===== config.mk =====
export PLATFORM = sky130hd
export DESIGN_NAME = qsn_shift_scheduler
export DESIGN_NICKNAME = d
export VERILOG_FILES = /design/src/rtl/qsn_shift_scheduler.sv
export SDC_FILE = /design/constraint.sdc
export NUM_CORES = 1
export LEC_CHECK = 0
export BUFFER_PORTS_ARGS = -buffer_cell sky130_fd_sc_hd__buf_2
export CAP_MARGIN = 20
export CORE_MARGIN = 3
export CORE_UTILIZATION = 27
export DETAILED_ROUTE_END_ITERATION = 10
export GPL_TIMING_DRIVEN = 0
export SYNTH_ARGS = -nofsm -noshare
export SYNTH_HDL_FRONTEND = slang
export SYNTH_SLANG_ARGS = --single-unit

===== constraint.sdc =====
create_clock -name sys_clk -period 1.8 [get_ports sys_clk]
set_input_delay 0.09 -clock sys_clk [delete_from_list [all_inputs] [get_ports sys_clk]]
set_output_delay 0.09 -clock sys_clk [all_outputs]
set_load 0.03 [all_outputs]

===== src/rtl/qsn_shift_scheduler.sv =====
// qsn_shift_scheduler: per-layer circulant shift issue scheduler for the 85-bit QSN permutation network
//   sys_clk, rstn            : clock, asynchronous active-low reset
//   layer_start, layer_id    : start pulse and layer to run (ignored while busy)
//   cfg_we/addr/shift/active : table write port, addr = layer*COL_NUM + col (ignored while busy)
//   stall_in                 : holds column issue for the current cycle
//   shift_factor, shift_en, col_id : issue to the permutation network
//   out_valid, out_col_id    : issue delayed by NET_LATENCY, aligned with bs_out
//   busy, layer_done         : layer in progress, single-cycle completion pulse
//   Optional macro SHIFT_REVERSE_EN: issue the inverse rotation (CHECK_PARALLELISM - stored) mod CHECK_PARALLELISM.
module qsn_shift_scheduler #(
    parameter int CHECK_PARALLELISM = 85,
    parameter int SHIFT_WIDTH       = 7,
    parameter int COL_NUM           = 8,
    parameter int LAYER_NUM         = 4,
    parameter int NET_LATENCY       = 2
) (
    input  logic                                 sys_clk,
    input  logic                                 rstn,
    input  logic                                 layer_start,
    input  logic [$clog2(LAYER_NUM)-1:0]         layer_id,
    input  logic                                 cfg_we,
    input  logic [$clog2(LAYER_NUM*COL_NUM)-1:0] cfg_addr,
    input  logic [SHIFT_WIDTH-1:0]               cfg_shift,
    input  logic                                 cfg_active,
    input  logic                                 stall_in,
    output logic [SHIFT_WIDTH-1:0]               shift_factor,
    output logic                                 shift_en,
    output logic [$clog2(COL_NUM)-1:0]           col_id,
    output logic                                 out_valid,
    output logic [$clog2(COL_NUM)-1:0]           out_col_id,
    output logic                                 busy,
    output logic                                 layer_done
);
    localparam int LW    = $clog2(LAYER_NUM);
    localparam int CW    = $clog2(COL_NUM);
    localparam int AW    = $clog2(LAYER_NUM*COL_NUM);
    localparam int DEPTH = LAYER_NUM*COL_NUM;
    localparam logic [SHIFT_WIDTH-1:0] CP = SHIFT_WIDTH'(CHECK_PARALLELISM);

    typedef enum logic [1:0] {IDLE, ISSUE, DRAIN, DONE} state_t;

    state_t                 state;
    logic [LW-1:0]          lay;
    logic [CW-1:0]          col;
    logic [SHIFT_WIDTH-1:0] tbl_shift [DEPTH];
    logic [DEPTH-1:0]       tbl_act;
    logic [AW-1:0]          idx;
    logic [SHIFT_WIDTH-1:0] stored;
    logic [SHIFT_WIDTH-1:0] issued;
    logic [SHIFT_WIDTH-1:0] wr_shift;
    logic                   issue;
    logic                   pend;
    logic [NET_LATENCY-1:0] pv;
    logic [CW-1:0]          pc [NET_LATENCY];

    // The issue path is a table lookup on registered state; stall_in gates it in the same cycle.
    always_comb begin
        idx          = AW'(lay) * AW'(COL_NUM) + AW'(col);
        stored       = tbl_shift[idx];
        wr_shift     = cfg_shift >= CP ? cfg_shift - CP : cfg_shift;
`ifdef SHIFT_REVERSE_EN
        issued       = stored == '0 ? '0 : CP - stored;
`else
        issued       = stored;
`endif
        issue        = state == ISSUE && !stall_in;
        shift_en     = issue && tbl_act[idx];
        shift_factor = shift_en ? issued : '0;
        col_id       = shift_en ? col : '0;
        // Last stage is excluded: it empties on the same edge that moves DRAIN to DONE.
        pend         = 1'b0;
        for (int i = 0; i < NET_LATENCY-1; i++) pend = pend | pv[i];
    end

    assign out_valid  = pv[NET_LATENCY-1];
    assign out_col_id = pc[NET_LATENCY-1];

    always_ff @(posedge sys_clk or negedge rstn) begin
        if (!rstn) begin
            state      <= IDLE;
            lay        <= '0;
            col        <= '0;
            busy       <= 1'b0;
            layer_done <= 1'b0;
        end else begin
            case (state)
                IDLE: if (layer_start) begin
                    lay   <= layer_id;
                    col   <= '0;
                    busy  <= 1'b1;
                    state <= ISSUE;
                end
                ISSUE: if (issue) begin
                    if (col == CW'(COL_NUM-1)) state <= DRAIN;
                    else col <= col + 1'b1;
                end
                DRAIN: if (!pend) begin
                    state      <= DONE;
                    layer_done <= 1'b1;
                end
                DONE: begin
                    layer_done <= 1'b0;
                    busy       <= 1'b0;
                    state      <= IDLE;
                end
                default: state <= IDLE;
            endcase
        end
    end

    always_ff @(posedge sys_clk or negedge rstn) begin
        if (!rstn) begin
            for (int i = 0; i < DEPTH; i++) tbl_shift[i] <= '0;
            tbl_act <= '0;
        end else if (cfg_we && !busy) begin
            tbl_shift[cfg_addr] <= wr_shift;
            tbl_act[cfg_addr]   <= cfg_active;
        end
    end

    always_ff @(posedge sys_clk or negedge rstn) begin
        if (!rstn) begin
            pv <= '0;
            for (int i = 0; i < NET_LATENCY; i++) pc[i] <= '0;
        end else begin
            pv[0] <= shift_en;
            pc[0] <= col_id;
            for (int i = 1; i < NET_LATENCY; i++) begin
                pv[i] <= pv[i-1];
                pc[i] <= pc[i-1];
            end
        end
    end
endmodule

# Yosys cells after proc, flatten, opt, wreduce, memory -nomap -nowiden

Cells that the tools add are included.

Bits in registers: 273
Input bits: 20
Output and inout bits: 17
Word-level logic and storage cells: 105

$add $sub $neg: 3
$lt $le $gt $ge: 7
Equality and inequality tests: 9
Mux-type cells: 27
Bitwise logic cells: 2
Reduce and logical (&&, ||, !) cells: 16

Operators with widths:

| cell                                                                         | count |
|---|---|
| 224-bit bitwise mux                                                          | 1 |
| 7-bit binary-select mux with 5-bit select                                    | 1 |
| 7-bit demux with 5-bit select                                                | 1 |
| 7-bit 2-to-1 mux                                                             | 5 |
| 32-bit bitwise mux                                                           | 1 |
| 6-bit >= comparator, second input constant                                   | 2 |
| 5-bit by 6-bit less-than comparator with 1-bit output, second input constant | 2 |
| 3-bit 2-to-1 mux                                                             | 4 |
| 5-bit NOT with 6-bit output                                                  | 2 |
| 2-bit 2-to-1 mux                                                             | 4 |
| 2-bit inequality test, second input constant                                 | 4 |
| 2-bit one-hot mux with 4 select lines                                        | 1 |
| 4-bit AND reduction                                                          | 2 |
| 7-bit >= comparator, second input constant                                   | 1 |
| 7-bit subtractor, second input constant                                      | 1 |
| 6-bit by 1-bit less-than comparator with 1-bit output, second input constant | 1 |
| 3-bit one-hot mux with 2 select lines                                        | 1 |
| 2-bit AND reduction                                                          | 3 |
| 2-bit nonzero test                                                           | 3 |
| 5-bit by 3-bit adder with 5-bit output                                       | 1 |
| 1-bit binary-select mux with 5-bit select                                    | 1 |
| 1-bit demux with 5-bit select                                                | 1 |
| 5-bit by 1-bit >= comparator with 1-bit output, second input constant        | 1 |
| 1-bit logical AND                                                            | 5 |
| 9 further kinds                                                              | 15 |

# Depth between registers and ports, before layout

Depth after elaboration: 6
Depth in mapped cells: 8
Depth with buffers taken out: 7

# Least setup slack after synthesis

No wires, ideal clock.

Path kind: register -> output
Start: register col[0]
End: output shift_factor[0]
Arrival: 2126 ps
Slack: -416 ps
Stages on the path, launching flop included: 8
Cells stage by stage: dfrtp_1 > buf_6 > mux4_2 > nand2_1 > a311oi_1 > nand4_1 > buf_2 > nor3_1

Longest elaborated chain between the ends: 6
Elaborated cells on any way between the ends: 9
Classes of those cells: 1 x add/sub; 6 x mux; 1 x bitwise; 1 x reduce/logical

Ends and longest elaborated chain:

| element                                             | RTL line | RTL |
|---|---|---|
| from (decl)                                         | 44       | `logic [CW-1:0] col;` |
| from (signal assigned)                              | 95       | `else col <= col + 1'b1;` |
| 5-bit by 3-bit adder with 5-bit output (*)          | 58       | `idx = AW'(lay) * AW'(COL_NUM) + AW'(col);` |
| 5-bit NOT with 6-bit output (not written as such)   | 59       | `stored = tbl_shift[idx];` |
| 7-bit binary-select mux with 5-bit select           | 59       |  |
| 7-bit 2-to-1 mux (not written as such) (2 in a row) | 59       |  |
| 7-bit 2-to-1 mux (*)                                | 68       | `shift_factor = shift_en ? issued : '0;` |
| to (decl)                                           | 26       | `output logic [SHIFT_WIDTH-1:0] shift_factor,` |

Every way passes the cells marked *; elsewhere a longest branch is shown, timed or not. The select of a mux whose other input is x is not followed.

# Worst setup path in the final report

Start: register col[0]
End: output shift_factor[1]

The elaborated chain is that of the path after synthesis.

==> tab_implementation.tex <==
\begin{tabular}{lr}
\hline
Metric & Value \\
\hline
\multicolumn{2}{l}{\textbf{Status}} \\
\quad Outcome & complete, but fails checks \\
\quad Violated checks & negative hold slack, negative setup slack \\
\multicolumn{2}{l}{\textbf{Clock tree}} \\
\quad Largest buffer count on any clock path & 3 \\
\quad Clock root buffer & clkbuf\_16 \\
\quad Source-to-sink clock delay at the later pin of the worst-skew pair & 0.54 ns \\
\quad Clk sinks & 273 \\
\quad TritonCTS buffer count & 28 \\
\quad Maximum level of the CTS H-tree & 1 \\
\quad TritonCTS clock tree & done \\
\quad Post-CTS clock slew at the launch and capture registers of the worst setup and hold paths & 0.06 ns \\
\multicolumn{2}{l}{\textbf{Synthesis}} \\
\quad \#FFs+latches synth & 273 \\
\quad Average footprint of a synthesized cell & 10.8 um2 \\
\quad Warnings, synthesis & 0 \\
\quad Syn\_nets & 1177 \\
\quad Portion of the post-synthesis area used by sequential elements & 55.3\% \\
\quad Mapped Cells & 1148 \\
\quad Proportion of synthesized flip-flops having asynchronous set or reset & 100\% \\
\quad Number of synthesized flops with an enable pin & 0 \\
\quad Count of cell types in the netlist & 42 \\
\quad Cell area after technology mapping & 12300 um2 \\
\quad Leading register cell type out of synthesis & dfrtp\_1 \\
\multicolumn{2}{l}{\textbf{Floorplanning}} \\
\quad Placeable core region & 44700 um2 \\
\quad Area of the die & 48300 um2 \\
\quad Effective utilization at floorplan & 27.6\% \\
\quad Total I/O pin count & 37 \\
\quad Number of placement rows & 77 \\
\quad Height of the die & 220 um \\
\quad Die W & 220 um \\
\multicolumn{2}{l}{\textbf{Timing}} \\
\quad Setup repair after global routing missed its margin & true \\
\quad Post-route setup slack & -0.993 ns \\
\quad Minimum clock period after layout & 2.79 ns \\
\quad Tightest slew margin relative to the limit & 48.8\% \\
\quad Final period util & 155\% \\
\quad Worst hold slack across all endpoints & -0.0220 ns \\
\quad Max-slew violation total from the final report & 0 \\
\quad Fmax achieved & 358 MHz \\
\quad Hold violation count in the final report & 2 \\
\quad Worst Max-Slew Pin Slew & 0.767 ns \\
\quad Setup Viol. Count Final & 29 \\
\quad Clock Skews & 0.0100 ns \\
\quad Setup Total Neg Slack & -11.98 ns \\
\multicolumn{2}{l}{\textbf{Final layout}} \\
\quad Count of inserted antenna diode cells & 0 \\
\quad Post-synthesis to final-layout area growth & 29.3\% \\
\quad Utilization after layout & 35.7\% \\
\quad Most frequent standard cell in the layout excluding fill and tap cells & dfrtp\_1 \\
\quad Fraction of layout instances using a drive strength above 1 & 32.8\% \\
\quad Layout filler cell count & 4393 \\
\quad Nets & 1301 \\
\quad Leading cell types in the layout, fill and taps excluded & 273 x dfrtp\_1, 249 x nand2\_1, 150 x o21ai\_0 \\
\multicolumn{2}{l}{\textbf{Global route}} \\
\quad GRT met3 Usage & 1.75\% \\
\quad Antenna violations before repair & 0 \\
\quad Met1 Usage GRT & 20.4\% \\
\quad Largest net degree at the start of global routing & 100 \\
\quad GRT busiest layer & met2 \\
\quad Tot GR Track Use & 13.8\% \\
\quad Fraction of met2 tracks used by global routing & 21.7\% \\
\quad Wire length of the first global-routing pass & 52.6 mm \\
\quad Global-route congestion overflow total & 0 \\
\quad Via count of the first global-routing pass & 9177 \\
\multicolumn{2}{l}{\textbf{Critical path}} \\
\quad Maximum fanout encountered on the critical timing path & 8 \\
\quad Worst reg2reg startpoint & col[0]\$\_DFFE\_PN0P\_ \\
\quad Capturing point of the worst reg2reg path & pc[3]\$\_DFF\_PN0\_ \\
\quad Startpoint types & flip-flop \\
\quad WS Path Type & reg2out \\
\quad Critical-path cell with the highest stage delay & dfrtp\_1 \\
\quad Cell count of the worst reg-to-reg path & 10 \\
\quad Data arrival, critical path & 2.70 ns \\
\quad Worst reg-to-reg setup slack & -0.31 ns \\
\quad Largest incremental delay on the critical path & 0.41 ns \\
\quad CP Data Required Time & 1.71 ns \\
\quad Endpoint kind of the worst setup timing path & output pin \\
\quad Most repeated library cell on the critical path & buf\_6 \\
\quad Critical path cell sequence & buf\_12, buf\_12, buf\_6, mux4\_2, nand2\_1, nand4\_1, nand4\_1, buf\_6, clkbuf\_16, nor3\_4, buf\_6 \\
\multicolumn{2}{l}{\textbf{Pwr}} \\
\quad Leakage & 0.00706 uW \\
\quad Switching Share & 32.5\% \\
\quad Worst VDD drop & 0.766 mV \\
\quad Internal power contribution & 15500 uW \\
\quad Final total power & 23000 uW \\
\quad Net load switching power & 7490 uW \\
\quad Relative contribution of combinational cells to total power & 36.1\% \\
\quad Clock power share & 25.1\% \\
\quad Reg power frac & 38.9\% \\
\quad Pwr Density & 1440 nW/um2 \\
\multicolumn{2}{l}{\textbf{Min path}} \\
\quad Worst hold path stage count & 3 \\
\quad Worst Hold End & tbl\_shift[152]\$\_DFFE\_PN0P\_ \\
\quad Min-delay worst type & in2reg \\
\quad Min-Delay Startpoint & cfg\_shift[5] \\
\multicolumn{2}{l}{\textbf{Flow run}} \\
\quad Count of max-cap constraint violations & 0 \\
\multicolumn{2}{l}{\textbf{Route}} \\
\quad Average vias per placed instance & 4.88 \\
\quad Detailed-route via count & 9191 \\
\quad DRT antenna net count & 0 \\
\quad DRC violation count after routing & 0 \\
\quad Post-DR wirelength/cell & 18.2 um \\
\quad Total Routed Length & 34.3 mm \\
\quad Number of detailed-routing iterations run before antenna repair & 7 \\
\quad Starting DRC count in detailed routing & 693 \\
\multicolumn{2}{l}{\textbf{Placed design}} \\
\quad Input/output buffers & 36 \\
\quad HPWL Detailed & 23.8 mm \\
\quad Final estimated routing congestion in global placement & 0.814 \\
\quad Worst Setup Slack post-DPL & -0.902 ns \\
\hline
\end{tabular}
[synth_stat cells, drive strengths merged (9+ instances only)]
cell type | number | area share, %
nand2 | 284 | 8.6
dfrtp | 273 | 55
o21ai | 180 | 7.3
clkbuf | 66 | 2.0
mux4 | 64 | 12
nor2 | 62 | 1.9
a21oi | 48 | 1.9
mux2 | 43 | 3.9
buf | 20 | 1.1
inv | 17 | 0.52
o22ai | 14 | 0.71
nor3 | 10 | 0.45
ha | 9 | 0.91
mux2i | 9 | 0.73
[logic make-up after synthesis]
group	synth area share [%]
mux	16.3
flops	55.3
xor+xnor	0.355
compound gates	10.5
simple gates	12.9
buf+inv	3.63
fa+ha+maj	0.912
[critical path, delay by kind of cell, from the launching register on]
| kind | cells | cell delay [ns] |
|---|---|---|
| muxes | 1 | 0.32 |
| DFF | 1 | 0.41 |
| and+or+nand+nor | 4 | 0.48 |
| buffers and inverters | 6 | 0.93 |
[layer usage]
| metal | wire length (um) | part of all wire (%) |
|---|---|---|
| met5 | 0 | 0 |
| met2 | 15500 | 45 |
| met3 | 1950 | 5.7 |
| met1 | 16100 | 47 |
| met4 | 772 | 2.3 |
[final cells by class]
| type | count | area [um2] | share of cell area (%) |
|---|---|---|---|
| clock inverter | 6 | 80.1 | 0.502 |
| tap | 592 | 741 | 4.64 |
| timing repair buffer | 95 | 1020 | 6.37 |
| sequential | 273 | 6830 | 42.8 |
| buffer | 85 | 678 | 4.25 |
| multi-input combinational | 771 | 5710 | 35.8 |
| inverter | 18 | 75.1 | 0.470 |
| clock buffer | 43 | 828 | 5.19 |
[worst max-delay path by stage]
stage                                  start                        end  slack, ns  depth (start not counted)
final                     col[0]$_DFFE_PN0P_            shift_factor[1]      -0.99                         11
after global routing      col[0]$_DFFE_PN0P_            shift_factor[4]      -1.07                         11
after CTS                 col[0]$_DFFE_PN0P_            shift_factor[5]      -0.98                          9
after detailed placement  col[1]$_DFFE_PN0P_            shift_factor[4]      -0.90                          9
after global placement                  rstn  tbl_shift[87]$_DFFE_PN0P_      -4.39                          1
after floorplan           col[0]$_DFFE_PN0P_            pv[0]$_DFF_PN0_      -0.16                          8
[power by group through the flow]
stage | clock network (uW) | registers (uW) | logic [uW]
4_1_cts | 5890 | 8900 | 7890
3_5_place_dp | 0 | 9010 | 6870
2_1_floorplan | 0 | 8710 | 5150
5_1_grt | 6160 | 9140 | 9060
3_3_place_gp | 0 | 8910 | 6680
6_report | 5770 | 8950 | 8310
[sequential cells by signal, indices dropped and copies added (netlist names)]
register,flops
pc,3
tbl_act,32
lay,2
layer_done,1
state,2
tbl_shift,224
col,3
pv,2
out_col_id,3
busy,1
[what timing repair did]
| item | 4_1_cts | 5_1_grt |
|---|---|---|
| setup buffers | 19 | 21 |
| resized for setup | 132 | 244 |
| hold buffers | 5 | 0 |
| endpoints found under the setup margin | 243 | 227 |
| gates cloned | 3 | 9 |
| pin swaps | 8 | 23 |
| hold endpoints to repair | 83 | 0 |
[per-stage QoR]
| stage | std cells | area, um2 | hold WS [ns] |
|---|---|---|---|
| 3_3_place_gp | 1776 | 13400 | 0.331 |
| 6_report | 1883 | 16000 | -0.0220 |
| 4_1_cts | 1853 | 15100 | 0.000196 |
| 3_5_place_dp | 1778 | 13500 | 0.129 |
| 2_1_floorplan | 1148 | 12500 | -0.206 |
| 5_1_grt | 1883 | 16000 | 0.0150 |
(Power assumes the default switching activity.)
